==> config.mk <==
export PLATFORM = sky130hd
export DESIGN_NAME = tenthirty_round_ctrl
export DESIGN_NICKNAME = d
export VERILOG_FILES = /design/src/rtl/tenthirty_pkg.sv /design/src/rtl/tenthirty_round_ctrl_card_decoder.sv /design/src/rtl/tenthirty_round_ctrl.sv
export SDC_FILE = /design/constraint.sdc
export NUM_CORES = 1
export LEC_CHECK = 0
export BUFFER_PORTS_ARGS = -buffer_cell sky130_fd_sc_hd__buf_2
export CAP_MARGIN = 30
export CORE_MARGIN = 2
export CORE_UTILIZATION = 57
export DETAILED_ROUTE_END_ITERATION = 6
export HOLD_SLACK_MARGIN = 0.1
export PLACE_DENSITY = 0.89
export SYNTH_ARGS = -nofsm -noshare
export SYNTH_HDL_FRONTEND = slang
export SYNTH_HIERARCHICAL = 1
export SYNTH_SLANG_ARGS = --single-unit
==> constraint.sdc <==
create_clock -name clk -period 2.5 [get_ports clk]
set_input_delay 0.5 -clock clk [delete_from_list [all_inputs] [get_ports clk]]
set_output_delay 0.5 -clock clk [all_outputs]
set_load 0.03 [all_outputs]
==> src/rtl/tenthirty_pkg.sv <==
`default_nettype none
// ============================================================================
//  Module   : tenthirty_pkg
//  Purpose  : Shared constants for the ten-and-a-half round controller:
//             FSM state encoding, result codes, score width and bust limit.
//  Revision : 1.0  initial release
// ============================================================================
package tenthirty_pkg;

    // Scores are held in half-points; 41 is the largest reachable value.
    localparam int c_PTS_W = 6;
    localparam logic [c_PTS_W-1:0] c_BUST_LIMIT = 6'd21;

    // Round outcome codes presented on `result`.
    localparam logic [1:0] RES_NONE   = 2'b00;
    localparam logic [1:0] RES_PLAYER = 2'b01;
    localparam logic [1:0] RES_DEALER = 2'b10;
    localparam logic [1:0] RES_ABORT  = 2'b11;

    // Round controller state encoding.
    typedef logic [3:0] state_t;
    localparam state_t c_ST_IDLE   = 4'd0;
    localparam state_t c_ST_P_REQ  = 4'd1;
    localparam state_t c_ST_P_WAIT = 4'd2;
    localparam state_t c_ST_P_DEC  = 4'd3;
    localparam state_t c_ST_D_REQ  = 4'd4;
    localparam state_t c_ST_D_WAIT = 4'd5;
    localparam state_t c_ST_D_DEC  = 4'd6;
    localparam state_t c_ST_JUDGE  = 4'd7;
    localparam state_t c_ST_DONE   = 4'd8;

endpackage
`default_nettype wire

==> src/rtl/tenthirty_round_ctrl_card_decoder.sv <==
`default_nettype none
// ============================================================================
//  Module   : card_decoder
//  Purpose  : Maps a 4-bit deck card to its half-point value. 1-10 score
//             twice their face value, 11-13 score one half-point, and
//             0/14/15 (empty deck or garbage) raise o_invalid.
//  Revision : 1.0  initial release
// ============================================================================
module card_decoder
    import tenthirty_pkg::*;
(
    input  logic [3:0]         i_number,
    output logic [c_PTS_W-1:0] o_half_pts,
    output logic               o_invalid
);

    // Pure lookup; shared by the player and dealer draw paths.
    always_comb begin
        o_half_pts = '0;
        o_invalid  = 1'b0;
        if (i_number == 4'd0 || i_number > 4'd13) begin
            o_invalid = 1'b1;
        end else if (i_number <= 4'd10) begin
            o_half_pts = {1'b0, i_number, 1'b0};
        end else begin
            o_half_pts = 6'd1;
        end
    end

endmodule
`default_nettype wire

==> src/rtl/tenthirty_round_ctrl.sv <==
`default_nettype none
// ============================================================================
//  Module   : tenthirty_round_ctrl
//  Purpose  : Round controller for ten-and-a-half. Requests cards from the
//             deck, accumulates player/dealer half-point scores, runs the
//             player hit/stand phase, dealer auto-draw and final judgement.
//  Options  : FIVE_CARD_WIN_EN - player reaching MAX_CARDS without busting
//             wins outright; otherwise it is treated as an implicit stand.
//  Revision : 1.0  initial release
// ============================================================================
module tenthirty_round_ctrl
    import tenthirty_pkg::*;
#(
    parameter int MAX_CARDS    = 5,
    parameter int DEALER_STAND = 14
) (
    input  logic               clk,
    input  logic               rst,
    input  logic               start,
    input  logic               hit,
    input  logic               stand,
    input  logic [3:0]         number,
    output logic               pip,
    output logic [c_PTS_W-1:0] player_pts,
    output logic [c_PTS_W-1:0] dealer_pts,
    output logic [2:0]         player_cnt,
    output logic [2:0]         dealer_cnt,
    output logic [1:0]         result,
    output logic               done
);

    localparam logic [2:0]         c_MAX_CNT   = 3'(MAX_CARDS);
    localparam logic [c_PTS_W-1:0] c_D_STAND   = c_PTS_W'(DEALER_STAND);

    state_t             r_state;
    logic [c_PTS_W-1:0] r_player_pts;
    logic [c_PTS_W-1:0] r_dealer_pts;
    logic [2:0]         r_player_cnt;
    logic [2:0]         r_dealer_cnt;
    logic [1:0]         r_result;
    logic               r_done;

    logic [c_PTS_W-1:0] w_card_pts;
    logic               w_card_invalid;

    card_decoder u_card_decoder (
        .i_number   (number),
        .o_half_pts (w_card_pts),
        .o_invalid  (w_card_invalid)
    );

    // Round sequencing plus score/count/result bookkeeping.
    always_ff @(posedge clk) begin
        if (rst) begin
            r_state      <= c_ST_IDLE;
            r_player_pts <= '0;
            r_dealer_pts <= '0;
            r_player_cnt <= '0;
            r_dealer_cnt <= '0;
            r_result     <= RES_NONE;
            r_done       <= 1'b0;
        end else begin
            case (r_state)
                c_ST_IDLE, c_ST_DONE: begin
                    if (start) begin
                        r_player_pts <= '0;
                        r_dealer_pts <= '0;
                        r_player_cnt <= '0;
                        r_dealer_cnt <= '0;
                        r_result     <= RES_NONE;
                        r_done       <= 1'b0;
                        r_state      <= c_ST_P_REQ;
                    end
                end
                c_ST_P_REQ: r_state <= c_ST_P_WAIT;
                c_ST_P_WAIT: begin
                    if (w_card_invalid) begin
                        r_result <= RES_ABORT;
                        r_done   <= 1'b1;
                        r_state  <= c_ST_DONE;
                    end else begin
                        r_player_pts <= r_player_pts + w_card_pts;
                        r_player_cnt <= r_player_cnt + 3'd1;
                        r_state      <= c_ST_P_DEC;
                    end
                end
                c_ST_P_DEC: begin
                    if (r_player_pts > c_BUST_LIMIT) begin
                        r_result <= RES_DEALER;
                        r_done   <= 1'b1;
                        r_state  <= c_ST_DONE;
                    end else if (r_player_cnt == c_MAX_CNT) begin
`ifdef FIVE_CARD_WIN_EN
                        r_result <= RES_PLAYER;
                        r_done   <= 1'b1;
                        r_state  <= c_ST_DONE;
`else
                        r_state  <= c_ST_D_REQ;
`endif
                    end else if (stand) begin
                        r_state <= c_ST_D_REQ;
                    end else if (hit) begin
                        r_state <= c_ST_P_REQ;
                    end
                end
                c_ST_D_REQ: r_state <= c_ST_D_WAIT;
                c_ST_D_WAIT: begin
                    if (w_card_invalid) begin
                        r_result <= RES_ABORT;
                        r_done   <= 1'b1;
                        r_state  <= c_ST_DONE;
                    end else begin
                        r_dealer_pts <= r_dealer_pts + w_card_pts;
                        r_dealer_cnt <= r_dealer_cnt + 3'd1;
                        r_state      <= c_ST_D_DEC;
                    end
                end
                c_ST_D_DEC: begin
                    if (r_dealer_pts > c_BUST_LIMIT) begin
                        r_result <= RES_PLAYER;
                        r_done   <= 1'b1;
                        r_state  <= c_ST_DONE;
                    end else if (r_dealer_pts >= c_D_STAND || r_dealer_cnt == c_MAX_CNT) begin
                        r_state <= c_ST_JUDGE;
                    end else begin
                        r_state <= c_ST_D_REQ;
                    end
                end
                c_ST_JUDGE: begin
                    // Ties go to the dealer.
                    r_result <= (r_player_pts > r_dealer_pts) ? RES_PLAYER : RES_DEALER;
                    r_done   <= 1'b1;
                    r_state  <= c_ST_DONE;
                end
                default: r_state <= c_ST_IDLE;
            endcase
        end
    end

    // Card request is a Moore decode of the two request states.
    assign pip        = (r_state == c_ST_P_REQ) || (r_state == c_ST_D_REQ);
    assign player_pts = r_player_pts;
    assign dealer_pts = r_dealer_pts;
    assign player_cnt = r_player_cnt;
    assign dealer_cnt = r_dealer_cnt;
    assign result     = r_result;
    assign done       = r_done;

endmodule
`default_nettype wire

==> qor.yml, run 1 <==
global_routing:
  grt_max_degree: 23
  gr-usage-met3_pct: 3.986
  grt_usage_pct: 22.79
  grt_pass1_vias: 1704
  met1_usage_pct: 29.38
  grt-ovfl-total: 0
  busiest_layer: "met2"
  grt_util_met2_pct: 38.86
  grt_pass1_wl_um: 7348
  antenna_found_initial: 0
floorplanning:
  ioPinCount: 31
  rows: 21
  fp.dieH_um: 62.22
  fp.coreArea_um2: 3284
  die_x_um: 62.22
  initial_core_util_pct: 58.82
  die_area_um2: 3871
clock_tree:
  hold_buffers: 0
  clkTransAtPathRegs_ps: 130
  cts_root_buffer: "clkbuf_4"
  postCtsResizedCells: 0
  clock_path_buffers: 2
  post_cts_buffers: 0
  insertion_delay_ps: 310
  cts_tree: "done"
  cts.sinks: 25
  cts_buffers: 3
  htreeDepth: 1
routing:
  via_per_inst: 5.931
  drt_first_pass_iters: 4
  drc_errors: 0
  drtIter0Drc: 70
  final_antenna_net_count: 0
  vias: 1892
  wl_um: 4316
  detail_route.wl_per_cell_um: 13.53
job:
  max_cap_viol_count: 0
timing:
  worst_slew_pin_slew_ps: 516.5
  setup_slack_ps: 350.5
  drv_slew: 0
  setup_tns_ps: 0
  fin_crit_ps: 2150
  timing.fmax_mhz: 465.2
  slew_headroom_pct: 65.52
  post-route-period-util_pct: 85.98
  hold_viol_final: 0
  setup_viol: 0
  rsz0062_at_grt: "false"
  clock_skew_ps: 3.580
finish:
  postLayoutCoreUtil_pct: 65.26
  design_area_um2: 2143
  drive_gt1_share_pct: 15.02
  num-fill-cells: 284
  fin_nets: 305
  n_antenna_cell: 0
  syn2layout_area_growth_pct: 10.95
power_and_ir_drop:
  p_seq_share_pct: 39.0
  p_leak_uw: 0.0009285
  clkPwrFrac_pct: 12.5
  combPwrFrac_pct: 48.5
  p_switching_uw: 607.2
  power.density_nw_per_um2: 649.1
  power_uw: 1391
  p_int_uw: 784.1
  swShare_pct: 43.64
  peakVddDrop_v: 0.0005584
yosys:
  synthesis.nets: 277
  synthCells: 246
  netlist_area_um2: 1932
  synth_edf_count: 0
  synth_area_per_cell_um2: 7.853
  synthArstFlopShare_pct: 0
  synth_ff_type: "dfxtp_1"
  ys_types: 54
  seq_area_frac_synth_pct: 25.91
  yosysWarnings: 6
  ys_seq_elements: 25
placed_design:
  detailed_place_hpwl_um: 3343
  gp_congestion: 0.8815
  pre_cts_slack_ps: -118.7
  portBuffers: 30
  placedInstanceArea_um2: 2111
setup_path:
  reg2reg_from: "player_pts[2]$_SDFFE_PP0P_"
  crit_path_end_kind: "flop"
  arrival_ps: 2400
  worstPathRequired_ps: 2750
  crit_fanout: 7
  startpoint: "number[2]"
  cp-start-kind: "input port"
  crit_type: "in2reg"
outcome:
  outcome: "finished, final reports clean"
hold_path:
  min-delay-start: "done$_SDFFE_PP0P_"
  hold_class: "reg2reg"
## final cells by class
cell class / instances / area, um2 / area share (%)
Sequential cell: 25 / 500.5 / 23.35
Timing Repair Buffer: 33 / 172.7 / 8.056
Tap cell: 46 / 57.56 / 2.685
Inverter: 19 / 71.32 / 3.327
Multi-Input combinational cell: 192 / 1315 / 61.35
Clock buffer: 4 / 26.28 / 1.226
## cells in the mapped netlist, types with 3 or more instances
cell      instances  area, um2
nand2b_1          4      25.02
buf_4             3      22.52
nand2_1          15      56.30
a21oi_1          26      130.1
o31ai_1           3      22.52
a211oi_1          3      22.52
clkbuf_1          5      18.77
a21o_1            5      37.54
nand3_1           3      15.01
dfxtp_1          25      500.5
nor3_1            8      40.04
nor2_1           25      93.84
and2_1            4      25.02
a31oi_1           3      18.77
inv_1            19      71.32
o21ai_0          12      60.06
nor2b_1           6      37.54
xnor2_1           3      26.28
or3_1             6      37.54
ha_1             20      250.2
## critical path: stages
cell and delay [ps]:
buf_2 130, nand2b_1 170, o22ai_1 220, ha_1 230, a211oi_1 120, or4b_1 540, a311oi_1 290, a41oi_1 70
a21oi_1 130
## final timing paths
check                               end  slack, ps  cells past startpoint
min reg2reg           done$_SDFFE_PP0P_        470                      1
max reg2reg  player_pts[5]$_SDFFE_PP0P_        560                      6
min                   done$_SDFFE_PP0P_        470                      1
max          player_pts[5]$_SDFFE_PP0P_        350                      9
## layer usage
layer | up-vias | wire length, um
li1 | 956 | -
met1 | 881 | 1998
met2 | 48 | 2072
met3 | 7 | 187
met4 | 0 | 57
met5 | - | 0
## power by group through the flow
stage / sequential [uW] / combinational [uW] / clock, uW
finish: 543 / 675 / 173
global route: 555 / 747 / 199
CTS: 540 / 668 / 181
detailed placement: 549 / 665 / 0
global placement: 546 / 657 / 0
floorplan: 551 / 516 / 0
## metrics by stage
step / hold slack [ps] / cells
4_1_cts: 471.9 / 319
3_5_place_dp: 439.4 / 315
3_3_place_gp: 433.4 / 315
6_report: 471.8 / 319
2_1_floorplan: 594.1 / 246
5_1_grt: 486.7 / 319
## sequential cells by signal, summed over array words and instances, names as in the netlist
signal / count
dealer_cnt: 3
dealer_pts: 6
done: 1
player_cnt: 3
player_pts: 6
r_state: 4
result: 2
## cell families after synthesis
group	Yosys count	synth area share, %
multiplexers	1	0.5829
other	1	0.1941
AND/OR/NAND/NOR	87	23.83
XOR/XNOR	4	1.814
flip-flops	25	25.91
adder cells (fa/ha/maj)	22	15.03
AO/OA/AOI/OAI	77	26.30
buffers and inverters	29	6.347
## layout by cell type, fill, tap and decap left out, drive strengths merged, types with 3 or more instances in the layout
cell / n
buf: 33
a21oi: 26
nor2: 25
dfxtp: 25
ha: 20
inv: 19
nand2: 15
o21ai: 12
nor3: 8
or3: 6
nor2b: 6
a21o: 5
nand2b: 4
and2: 4
clkbuf: 4
xnor2: 3
o31ai: 3
a31oi: 3
a211oi: 3
nand3: 3
or4b: 3
No activity file was read; power rests on OpenSTA's default activity.
==> run 2, diff against run 1 <==
Settings changed: REMOVE_ABC_BUFFERS from default to 1.
==> qor.yml, run 2 (synthesis results as in run 1) <==
setup_path:
  crit_type: "in2reg"
  slowest_delay_ps: 400
  r2r_cells: 6
  reg2reg_from: "dealer_pts[1]$_SDFFE_PP0P_"
  cp_slowest_cell: "a2111oi_2"
  crit_path_end: "dealer_pts[5]$_SDFFE_PP0P_"
  worstPathCellList: "buf_2, o21ai_0, and2_1, ha_1, a211oi_1, nor4b_1, a2111oi_2, nand3b_1, a31oi_1"
  cp-start-kind: "input port"
  r2r_end: "dealer_pts[5]$_SDFFE_PP0P_"
  cp.depth: 9
  r2r_slack_ps: 480
  arrival_ps: 2370
  critPathBufInv: 1
  crit_family: "compound AO/OA/AOI/OAI gates"
  crit_fanout: 7
  startpoint: "number[2]"
  crit_path_end_kind: "flop"
  worstPathRequired_ps: 2710
floorplanning:
  initial_core_util_pct: 58.82
  fp.coreArea_um2: 3284
  fp.dieH_um: 62.22
  die_x_um: 62.22
  die_area_um2: 3871
  rows: 21
  ioPinCount: 31
timing:
  rsz0062_at_grt: "false"
  slew_headroom_pct: 64.81
  fin_crit_ps: 2167
  drv_slew: 0
  setup_viol: 0
  setup_tns_ps: 0
  clock_skew_ps: 13.19
  hold_viol_final: 0
  timing.fmax_mhz: 461.5
  worst_slew_pin_slew_ps: 527.2
  post-route-period-util_pct: 86.67
finish:
  layout_common_cells: "30 x buf_2, 26 x a21oi_1, 25 x nor2_1, 25 x dfxtp_1, 20 x ha_1"
  n_antenna_cell: 0
  regArea_um2: 500.5
  fin_nets: 306
  drive_gt1_share_pct: 15.69
  num-fill-cells: 292
  final_common_cell: "buf_2"
  syn2layout_area_growth_pct: 11.40
  multi_input_area_um2: 1315
clock_tree:
  insertion_delay_ps: 330
  clkTransAtPathRegs_ps: 130
  post_cts_buffers: 0
  cts_tree: "done"
  cts.sinks: 25
  htreeDepth: 1
  cts_buffers: 3
  clock_path_buffers: 2
  cts_root_buffer: "clkbuf_4"
global_routing:
  grt_max_degree: 23
  grt_pass1_vias: 1662
  grt-ovfl-total: 0
  antenna_found_initial: 0
  grt_pass1_wl_um: 7610
  grt_usage_pct: 24.32
power_and_ir_drop:
  p_switching_uw: 628.9
  p_leak_uw: 0.0009364
  combPwrFrac_pct: 48.3
  power.density_nw_per_um2: 656.1
  peakVddDrop_v: 0.0003604
  swShare_pct: 44.55
  p_int_uw: 783.0
  p_seq_share_pct: 38.6
  clkPwrFrac_pct: 13.1
  power_uw: 1412
placed_design:
  detailed_place_hpwl_um: 3439
  portBuffers: 30
  gp_congestion: 0.8562
routing:
  drt_first_pass_iters: 4
  drtIter0Drc: 116
  vias: 1852
  wl_um: 4530
  final_antenna_net_count: 0
  detail_route.wl_per_cell_um: 14.16
  drc_errors: 0
  via_per_inst: 5.788
hold_path:
  hold_class: "reg2reg"
  min-delay-start: "done$_SDFFE_PP0P_"
outcome:
  outcome: "finished, final reports clean"
job:
  max_cap_viol_count: 0
## run 2: cell types whose count changed in the layout (fill, tap and decap cells not counted), sizes merged
cell and change:
clkbuf -1, buf +1, clkinv +1
## run 2: power groups by stage
stage | clock (uW) | combinational, uW | sequential, uW
6_report | 185 | 681 | 545
5_1_grt | 207 | 750 | 554
4_1_cts | 189 | 672 | 541
3_5_place_dp | 0 | 670 | 550
3_3_place_gp | 0 | 658 | 548
2_1_floorplan | 0 | 440 | 590
## run 2: layout make-up
| class | count | area share (%) |
|---|---|---|
| tap | 46 | 2.674 |
| timing repair buffer | 34 | 8.372 |
| clock inverter | 1 | 0.2326 |
| sequential | 25 | 23.26 |
| inverter | 19 | 3.314 |
| clock buffer | 3 | 1.047 |
| multi-input combinational | 192 | 61.10 |
## run 2: through the flow
stage	instance area (um2)	std cells	setup slack (ps)	utilization (%)	hold WS, ps
2_1_floorplan	1881	236	357.6	-	569.1
3_3_place_gp	2118	316	-159.6	64.50	431.2
3_5_place_dp	2118	316	-317.3	64.50	439.2
4_1_cts	2146	320	34.94	65.33	471.9
5_1_grt	2152	320	94.00	65.52	501.5
6_report	2152	320	333.3	65.52	466.3
## run 2: layer usage
layer / GRT usage, % / vias to the layer above / routed length [um] / part of all wire (%)
met4: 12.22 / 0 / 87 / 1.9
met1: 30.49 / 834 / 2142 / 47
li1: - / 952 / - / -
met3: 4.710 / 11 / 220 / 4.9
met2: 39.95 / 55 / 2080 / 46
met5: 0 / - / 0 / 0
## run 2: how the worst min path moves through the flow
stage	to	slack [ps]	cells after the start
final	done$_SDFFE_PP0P_	470	1
after global routing	r_state[1]$_SDFFE_PP0P_	500	4
after CTS	done$_SDFFE_PP0P_	470	1
after detailed placement	done$_SDFFE_PP0P_	440	1
after global placement	done$_SDFFE_PP0P_	430	1
after floorplan	dealer_pts[0]$_SDFFE_PP0P_	570	1
## run 2: what timing repair did
item,4_1_cts,5_1_grt
setup endpoints to repair,0,1
hold buffers,0,0
resized for setup,0,2
